[src/rtl/elevator_pkg.sv]
// Shared types and defaults for the elevator dispatch queue.
package elevator_pkg;

    typedef enum logic [1:0] {
        IDLE = 2'b00,
        UP   = 2'b01,
        DOWN = 2'b10
    } dir_t;

    localparam int DEFAULT_FLOOR_COUNT = 7;

endpackage

[src/rtl/elevator_floor_search.sv]
// Scans the pending-floor bitmap for the nearest requests above and below
// the car.
module elevator_floor_search
    import elevator_pkg::*;
#(
    parameter int FLOOR_COUNT = DEFAULT_FLOOR_COUNT,
    parameter int FLOOR_W     = $clog2(FLOOR_COUNT)
) (
    input  logic [FLOOR_COUNT-1:0] i_bitmap,
    input  logic [FLOOR_W-1:0]     i_floor,
    output logic                   o_anyAbove,
    output logic                   o_anyBelow,
    output logic [FLOOR_W-1:0]     o_nearestAbove,
    output logic [FLOOR_W-1:0]     o_nearestBelow
);

    // Downward scan so the last hit above is the lowest; upward scan so the
    // last hit below is the highest.
    always_comb begin
        o_anyAbove     = 1'b0;
        o_anyBelow     = 1'b0;
        o_nearestAbove = '0;
        o_nearestBelow = '0;
        for (int i = FLOOR_COUNT - 1; i >= 0; i--) begin
            if (i_bitmap[i] && (i > int'(i_floor))) begin
                o_anyAbove     = 1'b1;
                o_nearestAbove = FLOOR_W'(i);
            end
        end
        for (int i = 0; i < FLOOR_COUNT; i++) begin
            if (i_bitmap[i] && (i < int'(i_floor))) begin
                o_anyBelow     = 1'b1;
                o_nearestBelow = FLOOR_W'(i);
            end
        end
    end

endmodule

[src/rtl/elevator_dispatch_queue.sv]
// Pending-floor queue plus the IDLE/UP/DOWN direction FSM that picks the
// next stop for the car.
module elevator_dispatch_queue
    import elevator_pkg::*;
#(
    parameter int FLOOR_COUNT = DEFAULT_FLOOR_COUNT,
    parameter int FLOOR_W     = $clog2(FLOOR_COUNT)
) (
    input  logic                   clk,
    input  logic                   reset,
    input  logic                   req_valid,
    input  logic [FLOOR_W-1:0]     req_floor,
    input  logic                   req_cancel,
    input  logic [FLOOR_W-1:0]     current_floor,
    input  logic                   arrived,
    output logic [FLOOR_COUNT-1:0] queue_status,
    output logic                   target_valid,
    output logic [FLOOR_W-1:0]     target_floor,
    output logic [1:0]             direction,
    output logic                   req_error
);

    logic [FLOOR_COUNT-1:0] r_queue;
    dir_t                   r_dir;
    logic [FLOOR_W-1:0]     r_target;
    logic                   r_targetValid;
    logic                   r_reqError;

    logic [FLOOR_W-1:0]     w_curFloor;
    logic [FLOOR_COUNT-1:0] w_curMask;
    logic [FLOOR_COUNT-1:0] w_reqMask;
    logic                   w_reqInRange;
    logic                   w_anyAbove;
    logic                   w_anyBelow;
    logic [FLOOR_W-1:0]     w_nearestAbove;
    logic [FLOOR_W-1:0]     w_nearestBelow;
    logic                   w_onlyCur;
    logic                   w_clearCur;
    logic [FLOOR_COUNT-1:0] w_nextQueue;

    // An out-of-range car position is treated as the top floor.
    assign w_curFloor   = (int'(current_floor) > FLOOR_COUNT - 1)
                          ? FLOOR_W'(FLOOR_COUNT - 1) : current_floor;
    assign w_reqInRange = int'(req_floor) < FLOOR_COUNT;
    assign w_curMask    = FLOOR_COUNT'(1) << w_curFloor;
    assign w_reqMask    = FLOOR_COUNT'(1) << req_floor;

    elevator_floor_search #(
        .FLOOR_COUNT(FLOOR_COUNT),
        .FLOOR_W    (FLOOR_W)
    ) u_search (
        .i_bitmap      (r_queue),
        .i_floor       (w_curFloor),
        .o_anyAbove    (w_anyAbove),
        .o_anyBelow    (w_anyBelow),
        .o_nearestAbove(w_nearestAbove),
        .o_nearestBelow(w_nearestBelow)
    );

    // An idle car already sitting at its only pending floor services it in place.
    assign w_onlyCur  = ((r_queue & w_curMask) != '0) && !w_anyAbove && !w_anyBelow;
    assign w_clearCur = arrived || ((r_dir == IDLE) && w_onlyCur);

    always_comb begin
        w_nextQueue = r_queue;
        if (w_clearCur) begin
            w_nextQueue = w_nextQueue & ~w_curMask;
        end
        if (req_valid && w_reqInRange) begin
            if (req_cancel) begin
                w_nextQueue = w_nextQueue & ~w_reqMask;
            end else if (!(w_clearCur && (req_floor == w_curFloor))) begin
                w_nextQueue = w_nextQueue | w_reqMask;
            end
        end
    end

    always_ff @(posedge clk) begin
        if (!reset) begin
            r_queue    <= '0;
            r_reqError <= 1'b0;
        end else begin
            r_queue    <= w_nextQueue;
            r_reqError <= req_valid && !w_reqInRange;
        end
    end

    // DOWN keeps going while anything is below; every other case prefers UP.
    always_ff @(posedge clk) begin
        if (!reset) begin
            r_dir         <= IDLE;
            r_target      <= '0;
            r_targetValid <= 1'b0;
        end else if ((r_dir == DOWN) && w_anyBelow) begin
            r_dir         <= DOWN;
            r_target      <= w_nearestBelow;
            r_targetValid <= 1'b1;
        end else if (w_anyAbove) begin
            r_dir         <= UP;
            r_target      <= w_nearestAbove;
            r_targetValid <= 1'b1;
        end else if (w_anyBelow) begin
            r_dir         <= DOWN;
            r_target      <= w_nearestBelow;
            r_targetValid <= 1'b1;
        end else begin
            r_dir         <= IDLE;
            r_target      <= w_curFloor;
            r_targetValid <= 1'b0;
        end
    end

    assign queue_status = r_queue;
    assign direction    = r_dir;
    assign target_floor = r_target;
    assign target_valid = r_targetValid;
    assign req_error    = r_reqError;

endmodule

[config.mk]
export PLATFORM = sky130hd
export DESIGN_NAME = elevator_dispatch_queue
export DESIGN_NICKNAME = d
export VERILOG_FILES = /design/src/rtl/elevator_pkg.sv /design/src/rtl/elevator_floor_search.sv /design/src/rtl/elevator_dispatch_queue.sv
export SDC_FILE = /design/constraint.sdc
export NUM_CORES = 1
export LEC_CHECK = 0
export CAP_MARGIN = 20
export CORE_MARGIN = 10
export CORE_UTILIZATION = 54
export DETAILED_ROUTE_END_ITERATION = 12
export PLACE_DENSITY = 0.83
export SYNTH_ARGS = -nofsm -noshare
export SYNTH_HDL_FRONTEND = slang
export SYNTH_HIERARCHICAL = 1
export SYNTH_SLANG_ARGS = --single-unit
[constraint.sdc]
create_clock -name clk -period 5.7 [get_ports clk]
set_input_delay 0.57 -clock clk [delete_from_list [all_inputs] [get_ports clk]]
set_output_delay 0.57 -clock clk [all_outputs]
set_load 0.02 [all_outputs]
# Word-level counts from Yosys, hierarchy flattened
# Cells that the tools add are included.
[word_totals]
regBits = 14
latch_bits = 0
ram_bits = 0
mem_bits_ro = 0
input_bits = 11
output_inout_bits = 14
mem_count = 0
[op_classes]
add_sub_neg = 0
multipliers = 0
div_mod_pow = 0
n_lt_le_gt_ge = 15
eq_ne = 2
n_shift = 2
n_mux = 39
bitwise = 7
n_reduce_logical = 27
[op_table]
columns = ["op", "count"]
rows = [
  ["$mux W3", 13],
  ["$mux W7", 4],
  ["$and A7 B7 Y7", 3],
  ["$logic_and A1 B1 Y1", 20],
  ["$mux W1", 17],
  ["$not A7 Y7", 2],
  ["$shl A1 B3 Y7 const A", 2],
  ["$mux W2", 5],
  ["$gt A3 B3 Y1 const A", 3],
  ["$lt A3 B3 Y1 const A", 3],
  ["$or A7 B7 Y7", 1],
  ["$reduce_bool A7 Y1", 1],
  ["$gt A2 B3 Y1 const A", 2],
  ["$lt A1 B3 Y1 const A", 2],
  ["$lt A2 B3 Y1 const A", 2],
  ["$eq A3 B3 Y1", 1],
  ["$gt A1 B3 Y1 const A", 1],
  ["$gt A3 B3 Y1 const B", 1],
  ["$logic_not A1 Y1", 3],
  ["$lt A3 B3 Y1 const B", 1],
  ["$eq A2 B2 Y1 const B", 1],
  ["$logic_not A2 Y1", 1],
  ["$reduce_or A2 Y1", 1],
  ["$logic_or A1 B1 Y1", 1],
  ["$not A1 Y1", 1],
]

# Longest topological paths before layout
[depth]
ltp_word = 20
mapped_depth = 13
depth_no_buf = 11

# Cells and area by module
# Netlist, hierarchy kept.
[modules_own_cells]
columns = ["mod", "n_inst", "cells_each", "area_each_um2", "seq_area_each_um2"]
rows = [
  ["elevator_dispatch_queue", 1, 116, 958.4, 280.3],
  ["elevator_floor_search", 1, 49, 307.8, 0.0],
]

# Worst setup path before layout
# No wires, ideal clock.
[synth_path]
path_kind = "input port to flip-flop"
start = "input current_floor[1]"
end = "register r_queue[0] (netlist: queue_status[0])"
setup_time_ns = 0.116
t_arrival_ns = 2.795
slack_ns = 2.789
path_stages = 12
path_cell_list = "buf_4 -> buf_2 -> a21oi_1 -> nor2b_2 -> o22a_1 -> o22ai_1 -> nand2_1 -> nor4_4 -> o22ai_1 -> a21oi_1 -> o221ai_4 -> a31o_1"
[synth_via]
elab_chain_len = 20
word_cells_on_any_way = 60
classes_between = "order compare (14); eq/ne (1); shift (1); mux (18); bitwise (5); reduce/logical (21)"
[synth_rtl]
columns = ["item", "line", "rtl"]
rows = [
  ["from (decl)", "elevator_dispatch_queue.sv:14", "input logic [FLOOR_W-1:0] current_floor,"],
  ["$gt A3 B3 Y1 (*)", "elevator_dispatch_queue.sv:42", "assign w_curFloor = (int'(current_floor) > FLOOR_COUNT - 1)"],
  ["$mux W3 (*)", "elevator_dispatch_queue.sv:43", "? FLOOR_W'(FLOOR_COUNT - 1) : current_floor;"],
  ["via w_curFloor[0]", "elevator_dispatch_queue.sv:29", "logic [FLOOR_W-1:0] w_curFloor;"],
  ["$gt A3 B3 Y1", "elevator_floor_search.sv:25", "if (i_bitmap[i] && (i > int'(i_floor))) begin"],
  ["$logic_and A1 B1 Y1", "elevator_floor_search.sv:25", ""],
  ["$mux W1 (5 in a row)", "elevator_floor_search.sv:25", ""],
  ["$mux W1 (*)", "elevator_floor_search.sv:25", ""],
  ["via w_anyAbove", "elevator_dispatch_queue.sv:33", "logic w_anyAbove;"],
  ["$logic_not A1 Y1 (*)", "elevator_dispatch_queue.sv:61", "assign w_onlyCur = ((r_queue & w_curMask) != '0) && !w_anyAbove && !w_anyBelow;"],
  ["$logic_and A1 B1 Y1 (*) (2 in a row)", "elevator_dispatch_queue.sv:61", ""],
  ["$logic_and A1 B1 Y1 (*)", "elevator_dispatch_queue.sv:62", "assign w_clearCur = arrived || ((r_dir == IDLE) && w_onlyCur);"],
  ["$logic_or A1 B1 Y1 (*)", "elevator_dispatch_queue.sv:62", ""],
  ["$mux W7", "elevator_dispatch_queue.sv:66", "if (w_clearCur) begin"],
  ["$or A7 B7 Y7", "elevator_dispatch_queue.sv:73", "w_nextQueue = w_nextQueue | w_reqMask;"],
  ["$mux W7", "elevator_dispatch_queue.sv:72", "end else if (!(w_clearCur && (req_floor == w_curFloor))) begin"],
  ["$mux W7", "elevator_dispatch_queue.sv:70", "if (req_cancel) begin"],
  ["$mux W7 (*)", "elevator_dispatch_queue.sv:69", "if (req_valid && w_reqInRange) begin"],
  ["to (signal assigned)", "elevator_dispatch_queue.sv:83", "r_queue <= w_nextQueue;"],
  ["to (decl)", "elevator_dispatch_queue.sv:23", "logic [FLOOR_COUNT-1:0] r_queue;"],
]
# Mark *: on every way through the listed nets, which the timed path passes. The rest lies on a longest branch.
# A chain may end at the register's enable or synchronous reset.

# Final worst setup path
[layout_path]
start = "input current_floor[0]"
end = "register r_queue[5] (netlist: queue_status[5])"
[layout_via]
elab_chain_len = 20
word_cells_on_any_way = 60
classes_between = "order compare (14); eq/ne (1); shift (1); mux (18); bitwise (5); reduce/logical (21)"
[layout_rtl]
columns = ["item", "line"]
rows = [
  ["$gt A3 B3 Y1", "elevator_dispatch_queue.sv:42"],
  ["$mux W3 (*)", "elevator_dispatch_queue.sv:43"],
  ["via w_curFloor[0]", "elevator_dispatch_queue.sv:29"],
  ["$gt A3 B3 Y1", "elevator_floor_search.sv:25"],
  ["$logic_and A1 B1 Y1", "elevator_floor_search.sv:25"],
  ["$mux W1 (5 in a row)", "elevator_floor_search.sv:25"],
  ["$mux W1 (*)", "elevator_floor_search.sv:25"],
  ["via w_anyAbove", "elevator_dispatch_queue.sv:33"],
  ["$logic_not A1 Y1 (*)", "elevator_dispatch_queue.sv:61"],
  ["$logic_and A1 B1 Y1 (*) (2 in a row)", "elevator_dispatch_queue.sv:61"],
  ["$logic_and A1 B1 Y1 (*)", "elevator_dispatch_queue.sv:62"],
  ["$logic_or A1 B1 Y1 (*)", "elevator_dispatch_queue.sv:62"],
  ["$mux W7", "elevator_dispatch_queue.sv:66"],
  ["$or A7 B7 Y7", "elevator_dispatch_queue.sv:73"],
  ["$mux W7", "elevator_dispatch_queue.sv:72"],
  ["$mux W7", "elevator_dispatch_queue.sv:70"],
  ["$mux W7 (*)", "elevator_dispatch_queue.sv:69"],
]
# Marked as above.

==> flow_summary.toml <==
[status]
status = "completed"

[critical_path]
crit_type = "primary input to register"
r2r_setup_slack_ps = 3260
crit_fanout = 9
rr_worst_depth = 9
worstSetupEndpointType = "register"
worstPathRequired_ps = 5870
r2r_start = "queue_status[5]"
cp.arrival_ps = 3580
critPathLaunchType = "primary input"
r2r-end = "queue_status[5]"

[route]
drc = 0
vias_per_cell = 6.37
wl_per_cell_um = 17.1
drt-initial-drc-count = 182
dr.pass1.iters = 4
routed_wl_um = 3620
vias = 1351
ant_nets = 0

[clocking]
cts_hold_buf = 0
post_cts_buffers = 0
clkLatencyLatePin_ps = 270
cts_buffer_depth = 2
clk_pin_slew_ps = 70
cts_tree = "built"
clockRootBuffer = "clkbuf_4"
numCtsBuffers = 3
htreeDepth = 1
cts_sinks = 14
cts_resized = 0

[global_route]
grt_pass1_vias = 1331
grt_max_degree = 33
overflow = 0
grt_antenna_before_repair = 0
grt_pass1_wl_um = 5880
grt_usage = 0.159

[placement]
place_hpwl_um = 2770
io_buffers = 24
place.gp.congestion = 0.896

[finish]
multiInputGateArea_um2 = 882
finalNetCount = 196
diodes = 0
drive_gt1_frac = 0.0924
regArea_um2 = 280
areaGrowthSynthToFinish_pct = 20.0
fillers = 183

[sta]
clock_skew_ps = 6.89
worst_slew_pin_slew_ps = 709
whs_ps = 727
rsz0062_at_grt = "false"
fmax_mhz = 293
fin_crit_sh = 0.599
finalHoldViolCount = 0
slew_violations = 0
tns_ps = 0
max-slew-margin-rel = 0.527
finalCriticalPeriod_ps = 3410
setup_viol = 0

[synth]
ys_seq_elements = 14
yosys-top-cells-area = "dfxtp_1, a31o_1, o2111ai_1, nand2_1, a21oi_1"
synth.mux.area_fraction = 0.0277
yosysTopAreaCell = "dfxtp_1"
synth_compound_area_frac = 0.359
synth_top_family_by_area = "compound AO/OA/AOI/OAI gates"
syn-cell-area_mm2 = 0.00127
yosysUniqueCellTypes = 52
synthSimpleGateAreaFrac = 0.303
ys_seq_area_frac = 0.221
yosysTopAreaCellShare = 0.221
syn-num-nets = 176
synth_xor_area_frac = 0.00692
postSynthAreaPerCell_um2 = 7.67
yosysWarnings = 6
synth_cells = 165
synth-adder-area-share = 0

[worst_hold_path]
min_path_cells = 3
hold_path.class = "register to register"
hp-start = "queue_status[0]"
min_to = "queue_status[0]"

[floorplanning]
coreArea_mm2 = 0.00223
fp.dieH_um = 68.4
die_w_um = 68.4
ioPinCount = 25
dieArea_mm2 = 0.00468
initial_utilization = 0.567
num_rows = 17

[power_and_ir_drop]
power.leakage_nw = 0.580
ir_drop_mv = 0.176
powerDensity_mw_per_mm2 = 163
finalPower_w = 0.000248

[flow_run]
cap_violations = 0
cells in the final DEF, fill, tap and decap left out, types with 2 or more instances in the layout:
cell and n:
a21o_1 2, nor3_1 2, o2111ai_1 7, and3_1 3, inv_1 7, o22ai_1 3
a21oi_1 11, nor2b_1 7, nand2_1 15, a31oi_1 6, o21ai_0 3, a31o_1 7
o21ai_1 3, mux2i_1 2, a32oi_1 2, nand2b_1 4, clkdlybuf4s50_1 24, or2_1 2
nand3b_1 2, clkbuf_4 3, nand4_1 2, nor2_1 12, nand3_1 11, o22a_1 2
dfxtp_1 14, buf_4 2
worst max-delay path by stage:
stage | start | end | slack (ps) | cells after the start
after global routing | current_floor[0] | queue_status[5] | 2130 | 12
after detailed placement | current_floor[1] | queue_status[5] | 2090 | 12
after CTS | current_floor[1] | queue_status[5] | 2380 | 12
after global placement | current_floor[1] | queue_status[5] | 2140 | 12
final | current_floor[0] | queue_status[5] | 2290 | 12
after floorplan | current_floor[1] | queue_status[0] | 2790 | 12
synth_stat cells, drive strengths merged:
master   count
or2          2
o21ai        7
or3          1
o22ai        3
a32oi        2
a22o         1
clkbuf       4
inv          8
or2b         1
o221ai       1
buf          7
dfxtp       14
nor2b        8
o21a         1
nand3       11
mux2i        2
a31o         7
and2b        1
a21o         2
o22a         2
a41o         1
a21boi       2
o211ai       2
nor3b        1
nor3         3
xor2         1
a21oi       11
a211o        1
o2111ai      7
mux2         1
a31oi        6
nand2       16
and2         2
nand4        2
o31ai        1
a22oi        1
nor4         1
nand2b       4
and3         3
nor2        12
nand3b       2
where the power goes:
part / switching, W / internal [W] / total [W]
clock network: 0.0000297 / 0.0000388 / 0.0000685
logic: 0.0000432 / 0.0000312 / 0.0000744
registers: 0.00000391 / 0.000101 / 0.000105
state kept, by name (all words and copies together), names as in the netlist:
| signal | cells |
|---|---|
| target_floor | 3 |
| target_valid | 1 |
| direction | 2 |
| req_error | 1 |
| queue_status | 7 |
metrics by stage:
step	worst slack [ps]	instance area, µm²	instances	util
after detailed placement	2090	1480	208	0.664
after CTS	2380	1520	212	0.680
final	2290	1520	212	0.680
after global routing	2130	1520	212	0.680
after floorplan	2790	1270	165	-
after global placement	2140	1480	208	0.664
final cells by class:
class | instances | share of cell area
Multi-Input combinational cell | 132 | 0.581
Sequential cell | 14 | 0.185
Timing Repair Buffer | 26 | 0.168
Clock buffer | 4 | 0.0239
Tap cell | 28 | 0.0231
Inverter | 8 | 0.0198
critical path: stages:
cell and delay (ps):
clkdlybuf4s50_1 600, inv_1 130, a21oi_1 580, nor2b_2 110, o22a_1 200, o22ai_1 160, nand2_1 190, nor4_4 310
o22ai_1 110, a21oi_1 210, o221ai_4 190, a31o_1 210
routing by layer:
layer / vias up / wire length (µm) / GRT usage
li1: 655 / - / -
met1: 638 / 1440 / 0.165
met2: 50 / 1830 / 0.281
met3: 8 / 277 / 0.0489
met4: 0 / 68 / 0.0804
met5: - / 0 / 0
kinds of logic (layout without fill, tap and decap cells):
family,after synthesis,count (layout)
and+or+nand+nor,70,70
AOI/OAI and AO/OA,58,58
buffers and inverters,19,38
DFF,14,14
muxes,3,3
xor gates and xnor gates,1,1
Power figures use the tool's default switching activity.
